**src/rtl/sap_control_unit_if.sv**
```systemverilog
// Bundle of the SAP-U control-unit signals: opcode/flags in, step/halt status and control strobes out.
interface sap_control_unit_if;
    logic [3:0] opcode;
    logic       carry_flag;
    logic       zero_flag;
    logic [2:0] step;
    logic       halted;
    logic       hlt;
    logic       mi_n;
    logic       ri_n;
    logic       ro_n;
    logic       ii_n;
    logic       io_n;
    logic       ai_n;
    logic       ao_n;
    logic       bi_n;
    logic       eo_n;
    logic       su;
    logic       fi_n;
    logic       oi_n;
    logic       ce;
    logic       co_n;
    logic       j_n;

    // No valid/ready handshake: opcode and flags are level inputs read every cycle,
    // and every strobe is a combinational level valid for the whole current T-state.
    modport master (
        input  opcode, carry_flag, zero_flag,
        output step, halted, hlt, mi_n, ri_n, ro_n, ii_n, io_n, ai_n, ao_n,
               bi_n, eo_n, su, fi_n, oi_n, ce, co_n, j_n
    );

    modport slave (
        output opcode, carry_flag, zero_flag,
        input  step, halted, hlt, mi_n, ri_n, ro_n, ii_n, io_n, ai_n, ao_n,
               bi_n, eo_n, su, fi_n, oi_n, ce, co_n, j_n
    );
endinterface

```
**src/rtl/sap_control_unit.sv**
```systemverilog
// SAP-U microcode sequencer: T-state counter, halt latch and opcode/flag decode into the control word.
module sap_control_unit #(
    parameter int NUM_STEPS = 5,
    parameter bit EARLY_END = 1'b1
) (
    input  logic clk,
    input  logic clr,
    sap_control_unit_if.master bus
);

    localparam logic [2:0] T0   = 3'd0;
    localparam logic [2:0] T1   = 3'd1;
    localparam logic [2:0] T2   = 3'd2;
    localparam logic [2:0] T3   = 3'd3;
    localparam logic [2:0] T4   = 3'd4;
    localparam logic [2:0] LAST = 3'(NUM_STEPS - 1);

    localparam int C_HLT = 15;
    localparam int C_MI  = 14;
    localparam int C_RI  = 13;
    localparam int C_RO  = 12;
    localparam int C_II  = 11;
    localparam int C_IO  = 10;
    localparam int C_AI  = 9;
    localparam int C_AO  = 8;
    localparam int C_BI  = 7;
    localparam int C_EO  = 6;
    localparam int C_SU  = 5;
    localparam int C_FI  = 4;
    localparam int C_OI  = 3;
    localparam int C_CE  = 2;
    localparam int C_CO  = 1;
    localparam int C_J   = 0;

    logic [2:0]  r_step;
    logic        r_halted;
    logic [15:0] w_act;
    logic        w_empty;

    // Decode is held in active-high form; the bus-facing polarity is applied at the outputs.
    always_comb begin
        w_act = '0;
        if (clr) begin
            w_act = '0;
        end else if (r_halted) begin
            w_act[C_HLT] = 1'b1;
        end else begin
            case (r_step)
                T0: begin
                    w_act[C_CO] = 1'b1;
                    w_act[C_MI] = 1'b1;
                end
                T1: begin
                    w_act[C_RO] = 1'b1;
                    w_act[C_II] = 1'b1;
                    w_act[C_CE] = 1'b1;
                end
                T2: begin
                    case (bus.opcode)
                        4'h1, 4'h2, 4'h3, 4'h4: begin
                            w_act[C_IO] = 1'b1;
                            w_act[C_MI] = 1'b1;
                        end
                        4'h5: begin
                            w_act[C_IO] = 1'b1;
                            w_act[C_AI] = 1'b1;
                        end
                        4'h6: begin
                            w_act[C_IO] = 1'b1;
                            w_act[C_J]  = 1'b1;
                        end
                        4'h7: begin
                            w_act[C_IO] = bus.carry_flag;
                            w_act[C_J]  = bus.carry_flag;
                        end
                        4'h8: begin
                            w_act[C_IO] = bus.zero_flag;
                            w_act[C_J]  = bus.zero_flag;
                        end
                        4'hE: begin
                            w_act[C_AO] = 1'b1;
                            w_act[C_OI] = 1'b1;
                        end
                        4'hF: w_act[C_HLT] = 1'b1;
                        default: ;
                    endcase
                end
                T3: begin
                    case (bus.opcode)
                        4'h1: begin
                            w_act[C_RO] = 1'b1;
                            w_act[C_AI] = 1'b1;
                        end
                        4'h2, 4'h3: begin
                            w_act[C_RO] = 1'b1;
                            w_act[C_BI] = 1'b1;
                        end
                        4'h4: begin
                            w_act[C_AO] = 1'b1;
                            w_act[C_RI] = 1'b1;
                        end
                        default: ;
                    endcase
                end
                T4: begin
                    if (bus.opcode == 4'h2 || bus.opcode == 4'h3) begin
                        w_act[C_EO] = 1'b1;
                        w_act[C_AI] = 1'b1;
                        w_act[C_FI] = 1'b1;
                        w_act[C_SU] = (bus.opcode == 4'h3);
                    end
                end
                default: ;
            endcase
        end
    end

    assign w_empty = (w_act == 16'h0000);

    // A halting T2 word latches halted and leaves the step parked at T2.
    always_ff @(posedge clk or posedge clr) begin
        if (clr) begin
            r_step   <= T0;
            r_halted <= 1'b0;
        end else if (!r_halted) begin
            if (w_act[C_HLT]) begin
                r_halted <= 1'b1;
            end else if (r_step == LAST) begin
                r_step <= T0;
            end else if (EARLY_END && (r_step >= T2) && w_empty) begin
                r_step <= T0;
            end else begin
                r_step <= r_step + 3'd1;
            end
        end
    end

    assign bus.step   = r_step;
    assign bus.halted = r_halted;
    assign bus.hlt    = w_act[C_HLT];
    assign bus.mi_n   = ~w_act[C_MI];
    assign bus.ri_n   = ~w_act[C_RI];
    assign bus.ro_n   = ~w_act[C_RO];
    assign bus.ii_n   = ~w_act[C_II];
    assign bus.io_n   = ~w_act[C_IO];
    assign bus.ai_n   = ~w_act[C_AI];
    assign bus.ao_n   = ~w_act[C_AO];
    assign bus.bi_n   = ~w_act[C_BI];
    assign bus.eo_n   = ~w_act[C_EO];
    assign bus.su     = w_act[C_SU];
    assign bus.fi_n   = ~w_act[C_FI];
    assign bus.oi_n   = ~w_act[C_OI];
    assign bus.ce     = w_act[C_CE];
    assign bus.co_n   = ~w_act[C_CO];
    assign bus.j_n    = ~w_act[C_J];

endmodule

```
**src/flat_wrapper.sv**
```systemverilog
// flat-port wrapper written by rule: the top's interface ports become plain ports
module sap_control_unit_flat 
#(
    parameter int NUM_STEPS = 5,
    parameter bit EARLY_END = 1'b1
)
  (clk, clr, bus_opcode, bus_carry_flag, bus_zero_flag, bus_step, bus_halted, bus_hlt, bus_mi_n, bus_ri_n, bus_ro_n, bus_ii_n, bus_io_n, bus_ai_n, bus_ao_n, bus_bi_n, bus_eo_n, bus_su, bus_fi_n, bus_oi_n, bus_ce, bus_co_n, bus_j_n);
  sap_control_unit_if bus_i ();
  input  logic clk;
  input  logic clr;
  input wire logic [$bits(bus_i.opcode)-1:0] bus_opcode;
  input wire logic [$bits(bus_i.carry_flag)-1:0] bus_carry_flag;
  input wire logic [$bits(bus_i.zero_flag)-1:0] bus_zero_flag;
  output wire logic [$bits(bus_i.step)-1:0] bus_step;
  output wire logic [$bits(bus_i.halted)-1:0] bus_halted;
  output wire logic [$bits(bus_i.hlt)-1:0] bus_hlt;
  output wire logic [$bits(bus_i.mi_n)-1:0] bus_mi_n;
  output wire logic [$bits(bus_i.ri_n)-1:0] bus_ri_n;
  output wire logic [$bits(bus_i.ro_n)-1:0] bus_ro_n;
  output wire logic [$bits(bus_i.ii_n)-1:0] bus_ii_n;
  output wire logic [$bits(bus_i.io_n)-1:0] bus_io_n;
  output wire logic [$bits(bus_i.ai_n)-1:0] bus_ai_n;
  output wire logic [$bits(bus_i.ao_n)-1:0] bus_ao_n;
  output wire logic [$bits(bus_i.bi_n)-1:0] bus_bi_n;
  output wire logic [$bits(bus_i.eo_n)-1:0] bus_eo_n;
  output wire logic [$bits(bus_i.su)-1:0] bus_su;
  output wire logic [$bits(bus_i.fi_n)-1:0] bus_fi_n;
  output wire logic [$bits(bus_i.oi_n)-1:0] bus_oi_n;
  output wire logic [$bits(bus_i.ce)-1:0] bus_ce;
  output wire logic [$bits(bus_i.co_n)-1:0] bus_co_n;
  output wire logic [$bits(bus_i.j_n)-1:0] bus_j_n;
  assign bus_i.opcode = bus_opcode;
  assign bus_i.carry_flag = bus_carry_flag;
  assign bus_i.zero_flag = bus_zero_flag;
  assign bus_step = bus_i.step;
  assign bus_halted = bus_i.halted;
  assign bus_hlt = bus_i.hlt;
  assign bus_mi_n = bus_i.mi_n;
  assign bus_ri_n = bus_i.ri_n;
  assign bus_ro_n = bus_i.ro_n;
  assign bus_ii_n = bus_i.ii_n;
  assign bus_io_n = bus_i.io_n;
  assign bus_ai_n = bus_i.ai_n;
  assign bus_ao_n = bus_i.ao_n;
  assign bus_bi_n = bus_i.bi_n;
  assign bus_eo_n = bus_i.eo_n;
  assign bus_su = bus_i.su;
  assign bus_fi_n = bus_i.fi_n;
  assign bus_oi_n = bus_i.oi_n;
  assign bus_ce = bus_i.ce;
  assign bus_co_n = bus_i.co_n;
  assign bus_j_n = bus_i.j_n;
  sap_control_unit #(.NUM_STEPS(NUM_STEPS), .EARLY_END(EARLY_END)) u_core (.clk(clk), .clr(clr), .bus(bus_i));
endmodule
```
**config.mk**
```make
export PLATFORM = sky130hd
export DESIGN_NAME = sap_control_unit_flat
export DESIGN_NICKNAME = d
export VERILOG_FILES = /design/src/rtl/sap_control_unit_if.sv /design/src/rtl/sap_control_unit.sv /design/src/flat_wrapper.sv
export SDC_FILE = /design/constraint.sdc
export NUM_CORES = 1
export LEC_CHECK = 0
export ABC_AREA = 1
export CELL_PAD_IN_SITES_DETAIL_PLACEMENT = 1
export CELL_PAD_IN_SITES_GLOBAL_PLACEMENT = 2
export CORE_MARGIN = 2
export CORE_UTILIZATION = 18
export DETAILED_ROUTE_END_ITERATION = 7
export PLACE_DENSITY_LB_ADDON = 0.1
export SLEW_MARGIN = 20
export SYNTH_ARGS = -nofsm -noshare
export SYNTH_HDL_FRONTEND = slang
export SYNTH_SLANG_ARGS = --single-unit
```
**constraint.sdc**
```tcl
create_clock -name clk -period 2.1 [get_ports clk]
set_clock_uncertainty 0.05 [all_clocks]
set_input_delay 0.315 -clock clk [delete_from_list [all_inputs] [get_ports clk]]
set_output_delay 0.315 -clock clk [all_outputs]
set_load 0.01 [all_outputs]
```
==> results of run 1 <==
==> placed cells by master, fill, tap and decap left out, types with 5 or more instances in the layout <==
cell type	count
inv_1	15
buf_4	26
nand2_1	23
clkdlybuf4s50_1	6
inv_2	5
nand3_1	6
dlygate4sd2_1	15
nand2_2	6
nor3_1	5
nor2_1	14
==> stage by stage <==
| step | total power, uW | util | hold WS [ns] | TNS, ns |
|---|---|---|---|---|
| floorplan | 98.6 | - | 0.0266 | 0 |
| global placement | 134 | 0.348 | 0.449 | -1.75 |
| detailed placement | 134 | 0.348 | 0.452 | -1.93 |
| CTS | 233 | 0.368 | 0.368 | 0 |
| global route | 243 | 0.380 | 0.170 | -0.00726 |
| finish | 227 | 0.380 | 0.157 | 0 |
==> timing repair <==
action,CTS,global route
endpoints found under the hold margin,0,0
setup endpoints to repair,16,8
gates resized for setup,31,15
gates cloned,0,0
pin swaps,2,4
setup buffers,4,1
==> state kept, by name (all words and copies together), names as in the netlist <==
register	count
u_core.bus.halted	1
u_core.bus.step	3
==> worst min-delay path, stage by stage <==
cell	delay (ns)
dlymetal6s2s_1	0.14
inv_2	0.08
buf_4	0.10
buf_4	0.12
==> routing by layer <==
layer  share of wire  GRT usage  wire [um]
met1            0.51      0.172       1060
met2            0.44      0.201        923
met3           0.047     0.0320         97
met4               0    0.00932          0
met5               0          0          0
==> where the power goes <==
group,switching (uW),internal (uW)
logic,28.5,28.0
registers,0,77.5
clock network,29.3,63.8
total,57.8,169
==> kinds of logic after synthesis <==
family,Yosys count
adder cells (fa/ha/maj),5
AO/OA/AOI/OAI,11
buffers and inverters,21
AND/OR/NAND/NOR,62
flip-flops,4
==> final cells by class <==
class / instances / area share
well taps: 44 / 0.0475
inverters: 20 / 0.0647
clock buffers: 3 / 0.0194
flip-flops and latches: 4 / 0.0874
multi-input cells: 78 / 0.384
repair buffers: 54 / 0.397
==> path summary, 6_finish.rpt <==
kind,slack [ns],to,start,cells past startpoint
setup reg to reg,0.31,u_core.bus.step[0],u_core.bus.step[0],11
max in group asynchronous,1.73,u_core.bus.step[1],clr,4
min in group clk,0.46,u_core.bus.halted,clr,3
hold reg to reg,0.47,u_core.bus.step[2],u_core.bus.halted,2
setup / recovery,0.09,bus_ao_n,u_core.bus.step[0],7
hold / removal,0.16,u_core.bus.step[2],clr,4
==> summary.txt, run 1 <==
Drt
  – Remaining DRCs: 0
  – Initial DRC Count: 10
  – Vias: 807
  – WL final: approximately 2.1 mm
  – DR pass1 iterations: 4
  – WL/cell: 10.3 um
  – Via-to-Cell Ratio: 3.98
  – Post-route ant nets: 0

Synth
  – Cell count after synthesis: 103
  – EDFF count, synth: 0
  – Ys Warns: 0
  – Most frequent cell after synthesis: nand2_1
  – Post-Synth Adder-Cell Area: 0.108
  – Mux share of post-synthesis cell area: 0
  – Seq/Total Area, Yosys: 0.173
  – Synth Flop Type: dfrtp_1
  – Largest family of logic cells by synthesized area: simple AND/OR/NAND/NOR gates
  – XOR/XNOR share of the synthesized area: 0
  – #FFs+latches synth: 4
  – Synthesized area per cell: 5.61 um2
  – Post-Syn Area: 578 um2
  – Post-Syn Nets: between 100 and 150
  – Async SR Flop Fraction: 1.00
  – Synth cell count leaders: nand2_1, inv_1, nor2_1
  – Synth area leader: nand2_1
  – Area contributors post-synth: nand2_1, dfrtp_1, inv_1
  – Complex-gate fraction of the synthesized area: 0.108
  – Count of cell types in the netlist: 18
  – Post-synthesis simple-gate area fraction: 0.468
  – Share of Yosys cell area claimed by the top area cell type: 0.175

Final layout
  – Sequential Area: approximately 100 um2
  – Final instance area: 0.00116 mm2
  – Multi-input logic area: 445 um2
  – Layout Nets: 174
  – FILL cells: ~400
  – Ant. Diodes: 0
  – Area growth syn-to-layout: 101%
  – Layout cells sized above 1: 0.340
  – Cell Count, Final, Fillers Out: 203

Setup path
  – WS Path Type: reg2out
  – Max FO, Critical Path: 4
  – Crit-path most repeated cell: ha_2
  – Crit-path cells: ha_2, ha_2, inv_1, nor2_4, nand2_2, and2_1, clkdlybuf4s15_1
  – Required time of the critical path: roughly 1.7 ns
  – Worst path bufs/invs: 2
  – Slowest-stage cell, CP: dfrtp_1
  – Worst setup SP type: flip-flop
  – Critical path's top delay family: flip-flops
  – Worst EP arrival: between 1.5 and 2 ns
  – Critical Path Sink Type: output port
  – Max incr delay on CP: 0.41 ns

Placed design
  – Number of instances in the placed design: 195
  – Post-DP HPWL: 1.72 mm
  – Place WS: -0.302 ns
  – Area after DPL: 0.00106 mm2
  – Placer's final routability congestion estimate: 0.820
  – Number of port buffers: 27

Timing
  – RSZ-0062 raised after global routing: yes
  – Fin. Hold Viols: 0
  – Max_slew headroom: 0.813
  – Worst Max-Slew Pin Slew: 0.280 ns
  – Fin crit period: 2.01 ns
  – Fmax: 0.498 GHz
  – Final Max Slew Viols: 0
  – Endpoints failing setup: 0
  – Final worst setup slack: 0.0928 ns
  – Period utilisation layout: 0.956

Die
  – FP Rows: 20
  – Starting Density: 0.189
  – Core ar.: ~0.0031 mm2
  – Chip Height: 60.7 um
  – Die width: 60.7 um
  – Num ports: 28
  – Die area: 0.00368 mm2

Clock tree
  – H-tree depth: 1
  – CTS Hold Buffers Added: 0
  – CTS tree: yes
  – Worst skew pair latency: 0.23 ns
  – Clock root buffer: clkbuf_4
  – CTS clk-pin slew, worst paths: ~0.04 ns
  – Number of CTS-inserted buffers: 3
  – CTS sink count: 4
  – CTS max path bufs: 2

Pwr
  – Worst IR Drop VDD: 0.245 mV
  – Leakage: about 0.00058 uW
  – Power per cell area: 196 mW/mm2

GRT
  – Vias in the first global route: 796
  – First-pass GRT wire length: 3.48 mm
  – Initial antenna violation count: 0
  – Pin count of the biggest net entering global routing: 7
  – GRT Total Usage: 0.124
  – Remaining Overflow, GRT: 0

Hold path
  – Hold Crit Class: in2async

Run status
  – Status: complete, no violations

Job
  – Max cap viols: 0
Power figures use the tool's default switching activity.
==> inputs of run 2 (changes only) <==
--- a/config.mk
+++ b/config.mk
@@ -8,9 +8,12 @@
 export ABC_AREA = 1
 export CELL_PAD_IN_SITES_DETAIL_PLACEMENT = 1
 export CELL_PAD_IN_SITES_GLOBAL_PLACEMENT = 2
+export CORE_ASPECT_RATIO = 0.9
 export CORE_MARGIN = 2
 export CORE_UTILIZATION = 18
 export DETAILED_ROUTE_END_ITERATION = 7
+export GPL_ROUTABILITY_DRIVEN = 0
+export MAX_ROUTING_LAYER = met4
 export PLACE_DENSITY_LB_ADDON = 0.1
 export SLEW_MARGIN = 20
 export SYNTH_ARGS = -nofsm -noshare
==> run 2 against run 1 <==
Compared with the run above:
- setup slack lost 0.017 ns
- critical path depth did not move
- sequential share of layout area down 0.093 points
- flip-flop and latch count stayed put
- clock-buffer cell count did not move
- combinational power fell by 3%
- total power up 0.98%
- maximum frequency shrank 0.83%
- cell count shrank 0.99%
- utilization is 0.24 points higher
- via count is 0.99% lower
- highest routed layer unchanged
==> summary.txt, run 2 (synthesized netlist as in run 1, its figures left out) <==
Setup path
  – Crit-path cells: ha_2, ha_4, inv_1, nor2_4, buf_4, a21oi_1, clkdlybuf4s15_1
  – Max incr delay on CP: 0.43 ns (+0.02 ns)
  – Worst EP arrival: 1.66 ns (+0.02 ns)
  – Critical Path Stages: 7 (unchanged)
  – FF-to-FF setup slack: 0.26 ns (-0.05 ns)
  – Slowest-stage cell, CP: dfrtp_2
  – Max FO, Critical Path: 5 (+1)
  – Worst path bufs/invs: 3 (+1)
  – Worst setup SP type: flip-flop
  – Critical path's top delay family: buffers and inverters
  – Required time of the critical path: 1.74 ns (about the same)
  – WS Path Type: reg2out
  – Worst reg2reg path depth: 12 (+1)
  – Critical Path Sink Type: output port

Final layout
  – Final core utilization: 0.382 (+0.00238)
  – Layout cells sized above 1: 0.321 (-0.0189)
  – Layout Nets: 174 (unchanged)
  – Commonest cells after routing, fill and taps aside: buf_4, nand2_1, inv_1
  – FILL cells: 419 (+3.7%)
  – Commonest non-fill, non-tap cell in the layout: buf_4
  – Cell Count, Final, Fillers Out: 201 (-0.99%)
  – Max reg flops: 3 (unchanged)
  – Area growth syn-to-layout: 103%
  – Ant. Diodes: 0 (unchanged)

Drt
  – WL/cell: 10.6 um (+2.9%)
  – Post-route ant nets: 0 (unchanged)
  – Vias: 799 (-0.99%)
  – WL final: 2.12 mm (+1.9%)
  – Initial DRC Count: 12 (+2)
  – Remaining DRCs: 0 (unchanged)
  – Via-to-Cell Ratio: 3.98 (about the same)
  – DR pass1 iterations: 2 (-2)

Timing
  – Endpoints failing setup: 0 (unchanged)
  – Worst Max-Slew Pin Slew: 0.261 ns (-0.0196 ns)
  – Fin. Hold Viols: 0 (unchanged)
  – Fmax: 0.494 GHz (-0.83%)
  – Period utilisation layout: 0.964 (+0.00802)
  – Final Max Slew Viols: 0 (unchanged)
  – Fin crit period: 2.02 ns (+0.0169 ns)
  – Final setup TNS: 0 ns (unchanged)
  – Max_slew headroom: 0.826 (+0.0131)
  – Final worst setup slack: 0.0760 ns (-0.0169 ns)
  – RSZ-0062 raised after global routing: yes

Clock tree
  – CTS tree: yes
  – CTS sink count: 4 (unchanged)
  – CTS clk-pin slew, worst paths: 0.04 ns (about the same)
  – Number of CTS-inserted buffers: 3 (unchanged)
  – CTS Hold Buffers Added: 0 (unchanged)
  – CTS max path bufs: 2 (unchanged)
  – Worst skew pair latency: 0.23 ns (about the same)
  – H-tree depth: 1 (unchanged)
  – Clock root buffer: clkbuf_4

Pwr
  – Leakage: 0.000587 uW (+1.1%)
  – Overall Power: 229 uW (+0.98%)
  – Power per cell area: 196 mW/mm2 (about the same)
  – Worst IR Drop VDD: 0.205 mV (-16%)

GRT
  – Met3 Use GR: 0.0136 (-0.0184)
  – Initial antenna violation count: 0 (unchanged)
  – Met2 global-route usage: 0.183 (-0.0178)
  – Vias in the first global route: 795 (-0.13%)
  – Grt met1 use: 0.184 (+0.0115)
  – Remaining Overflow, GRT: 0 (unchanged)
  – Pin count of the biggest net entering global routing: 7 (unchanged)
  – GRT Max-Usage Layer: met1
  – GRT Total Usage: 0.124 (about the same)
  – First-pass GRT wire length: 3.57 mm (+2.6%)

Die
  – Chip Height: 57.8 um (-4.8%)
  – Die area: 0.00368 mm2 (about the same)
  – Die width: 63.7 um (+5.1%)
  – Core ar.: 0.00307 mm2 (+0.45%)
  – FP Rows: 19 (-5.0%)
  – Starting Density: 0.188 (-0.000850)
  – Num ports: 28 (unchanged)

Placed design
  – Place WS: -0.290 ns (+0.0125 ns)
  – Number of port buffers: 27 (unchanged)
  – Post-DP HPWL: 1.83 mm (+6.6%)
  – Number of instances in the placed design: 196 (+0.51%)

Job
  – Max cap viols: 0 (unchanged)

Run status
  – Status: complete, no violations

Hold path
  – Hold Crit Class: in2async
==> run 2: timing repair <==
| action | 4_1_cts | 5_1_grt |
|---|---|---|
| buffers inserted | 1 | 1 |
| pin swaps | 3 | 4 |
| setup endpoints to repair | 16 | 11 |
| gates resized for setup | 23 | 22 |
==> run 2: final cells by class <==
class | count | area [um2] | share of cell area
repair buffers | 54 | 475 | 0.406
multi-input cells | 78 | 445 | 0.380
inverters | 20 | 75.1 | 0.0640
flip-flops and latches | 4 | 101 | 0.0864
clock buffers | 3 | 22.5 | 0.0192
well taps | 42 | 52.6 | 0.0448
==> run 2: where the power goes <==
group          switching [uW]  leakage [uW]  total [uW]  internal (uW)
registers                   0     0.0000438        77.4           77.4
clock network            33.0     0.0000138        97.1           64.1
logic                    27.4      0.000530        54.9           27.4
==> run 2: per-stage QoR <==
step | area, um2 | hold slack, ns
2_1_floorplan | 578 | 0.0266
6_report | 1170 | 0.369
4_1_cts | 1110 | 0.371
3_5_place_dp | 1080 | 0.462
3_3_place_gp | 1080 | 0.451
5_1_grt | 1170 | 0.387
==> run 2: worst paths after layout <==
check,to,start
max,bus_ro_n,u_core.bus.step[1]
min,u_core.bus.step[2],clr
max reg2reg,u_core.bus.step[1],u_core.bus.step[1]
min reg2reg,u_core.bus.step[2],u_core.bus.halted
max in group asynchronous,u_core.bus.step[1],clr
min in group clk,u_core.bus.step[2],u_core.bus.halted
==> run 2: metal layers <==
metal / up-vias / wire length [um]
met2: 18 / 912
met4: 0 / 0
li1: 427 / -
met1: 354 / 1170
met3: 0 / 37
met5: - / 0
==> run 2: tightest hold or removal path: stages <==
cell and delay (ns):
clkdlybuf4s50_1 0.44, inv_2 0.09, buf_4 0.14
==> inputs of run 3 (changes only) <==
--- a/config.mk
+++ b/config.mk
@@ -13,6 +13,7 @@
 export CORE_UTILIZATION = 18
 export DETAILED_ROUTE_END_ITERATION = 7
 export GPL_ROUTABILITY_DRIVEN = 0
+export GPL_TIMING_DRIVEN = 0
 export MAX_ROUTING_LAYER = met4
 export PLACE_DENSITY_LB_ADDON = 0.1
 export SLEW_MARGIN = 20
==> run 3 against run 2 <==
Compared with the run above:
- via count shrank 9.1%
- setup slack gained 0.010 ns
- critical path depth is the same
- die area is the same
- clock power shrank 3.5%
- cell count shrank 10%
- flip-flop and latch count is the same
- sequential power is essentially flat
- largest cell class is now multi-input combinational cells
- utilization shrank 5.8 points
- global-route usage shrank 0.77 points
- sequential share of layout area grew 1.8 points
- first-iteration DRC count grew 17%
==> summary.txt, run 3 (synthesized netlist as in run 1, its figures left out) <==
Run status
  – Status: complete, no violations

Setup path
  – Worst setup SP type: flip-flop
  – Worst EP arrival: 1.65 ns (about the same)
  – Critical Path Sink Type: output port
  – Required time of the critical path: 1.74 ns (about the same)
  – FF-to-FF setup slack: 0.38 ns (+0.12 ns)
  – Worst reg2reg path depth: 11 (-1)
  – WS Path Type: reg2out
  – Worst r2r src: u_core.bus.step[0]
  – R2R Path End: u_core.bus.step[1]
  – Max FO, Critical Path: 6 (+1)

GRT
  – Initial antenna violation count: 0 (unchanged)
  – GRT Total Usage: 0.116 (-0.00774)
  – Remaining Overflow, GRT: 0 (unchanged)
  – Vias in the first global route: 752 (-5.4%)
  – First-pass GRT wire length: 3.36 mm (-5.8%)
  – Pin count of the biggest net entering global routing: 7 (unchanged)

Die
  – Die area: 0.00368 mm2 (unchanged)
  – FP Rows: 19 (unchanged)
  – Die width: 63.7 um (unchanged)
  – Num ports: 28 (unchanged)
  – Core ar.: 0.00307 mm2 (unchanged)
  – Starting Density: 0.188 (unchanged)
  – Chip Height: 57.8 um (unchanged)

Clock tree
  – CTS sink count: 4 (unchanged)
  – CTS max path bufs: 2 (unchanged)
  – CTS Hold Buffers Added: 0 (unchanged)
  – Worst skew pair latency: 0.23 ns (about the same)
  – CTS tree: yes
  – Number of CTS-inserted buffers: 3 (unchanged)
  – Clock root buffer: clkbuf_4
  – CTS clk-pin slew, worst paths: 0.04 ns (about the same)
  – H-tree depth: 1 (unchanged)

Drt
  – Post-route ant nets: 0 (unchanged)
  – Initial DRC Count: 14 (+2)
  – WL/cell: 11.2 um (+5.8%)
  – WL final: 2.01 mm (-5.3%)
  – Via-to-Cell Ratio: 4.03 (+1.5%)
  – Vias: 726 (-9.1%)
  – Remaining DRCs: 0 (unchanged)
  – DR pass1 iterations: 4 (+2)

Hold path
  – Hold Crit Class: in2async

Timing
  – RSZ-0062 raised after global routing: yes
  – Worst Max-Slew Pin Slew: 0.263 ns (+0.00210 ns)
  – Fin. Hold Viols: 0 (unchanged)
  – Fin crit period: 2.01 ns (-0.0104 ns)
  – Final Max Slew Viols: 0 (unchanged)
  – Period utilisation layout: 0.959 (-0.00495)
  – Max_slew headroom: 0.825 (-0.00140)
  – Endpoints failing setup: 0 (unchanged)
  – Fmax: 0.497 GHz (+0.52%)

Final layout
  – Max reg flops: 3 (unchanged)
  – Area growth syn-to-layout: 72.1%
  – FILL cells: 397 (-5.3%)
  – Layout Nets: 153 (-12%)
  – Commonest cells after routing, fill and taps aside: nand2_1, inv_1, dlygate4sd2_1
  – Cell Count, Final, Fillers Out: 180 (-10%)
  – Layout cells sized above 1: 0.268 (-0.0526)
  – Ant. Diodes: 0 (unchanged)
  – Commonest non-fill, non-tap cell in the layout: nand2_1

Placed design
  – Post-DP HPWL: 1.64 mm (-10%)
  – Number of instances in the placed design: 172 (-12%)
  – Number of port buffers: 27 (unchanged)

Pwr
  – Leakage: 0.000478 uW (-19%)
  – Worst IR Drop VDD: 0.205 mV (about the same)
  – Power per cell area: 219 mW/mm2 (+12%)
  – Overall Power: 217 uW (-5.2%)

Job
  – Max cap viols: 0 (unchanged)
-- run 3: metal layers --
metal  GRT usage  vias up  share of wire
li1            -      384              -
met1       0.170      324           0.54
met5           -        -              0
met2       0.170       18           0.43
met4      0.0280        0              0
met3      0.0117        0          0.037
-- run 3: repair_timing --
item | CTS | global route
resized for setup | 34 | 13
setup buffers | 1 | 4
setup endpoints to repair | 16 | 6
pin swaps | 1 | 3
-- run 3: worst max-delay path, stage by stage (launching register included) --
cell and delay, ns:
dfrtp_2 0.43, inv_1 0.10, ha_2 0.19, nand2_2 0.09, nor2_4 0.10, nand2_1 0.09
buf_4 0.14, dlygate4sd2_1 0.27
-- run 3: report_power, final --
| group | internal [uW] | leakage [uW] | total [uW] | switching, uW |
|---|---|---|---|---|
| Combinational | 19.5 | 0.000422 | 46.3 | 26.8 |
| Sequential | 77.5 | 0.0000418 | 77.5 | 0 |
| Clock | 63.8 | 0.0000138 | 93.7 | 29.9 |
-- run 3: stage by stage --
stage / TNS (ns) / util / setup slack, ns / area, um2 / hold WS (ns)
global placement: -2.78 / 0.294 / -0.332 / 901 / 0.459
CTS: -0.00575 / 0.308 / -0.00575 / 943 / 0.209
detailed placement: -2.74 / 0.294 / -0.339 / 901 / 0.464
global route: -0.0529 / 0.324 / -0.0275 / 995 / 0.236
finish: 0 / 0.324 / 0.0864 / 995 / 0.219
floorplan: 0 / - / 0.426 / 578 / 0.0266
-- run 3: worst max path at each step --
stage                          end  slack [ns]                from
after floorplan           bus_ai_n        0.43  u_core.bus.step[0]
after global placement    bus_ai_n       -0.33       bus_opcode[3]
after detailed placement  bus_ai_n       -0.34       bus_opcode[3]
after CTS                 bus_ao_n      -0.006  u_core.bus.step[1]
after global routing      bus_fi_n       -0.03  u_core.bus.step[1]
final                     bus_fi_n        0.09  u_core.bus.step[1]
-- run 3: cell type report --
| type | instances | area [um2] | share of cell area |
|---|---|---|---|
| Sequential cell | 4 | 104 | 0.104 |
| Tap cell | 42 | 52.6 | 0.0528 |
| Inverter | 20 | 75.1 | 0.0755 |
| Buffer | 1 | 7.51 | 0.00755 |
| Multi-Input combinational cell | 78 | 440 | 0.443 |
| Timing Repair Buffer | 32 | 293 | 0.294 |
| Clock buffer | 3 | 22.5 | 0.0226 |
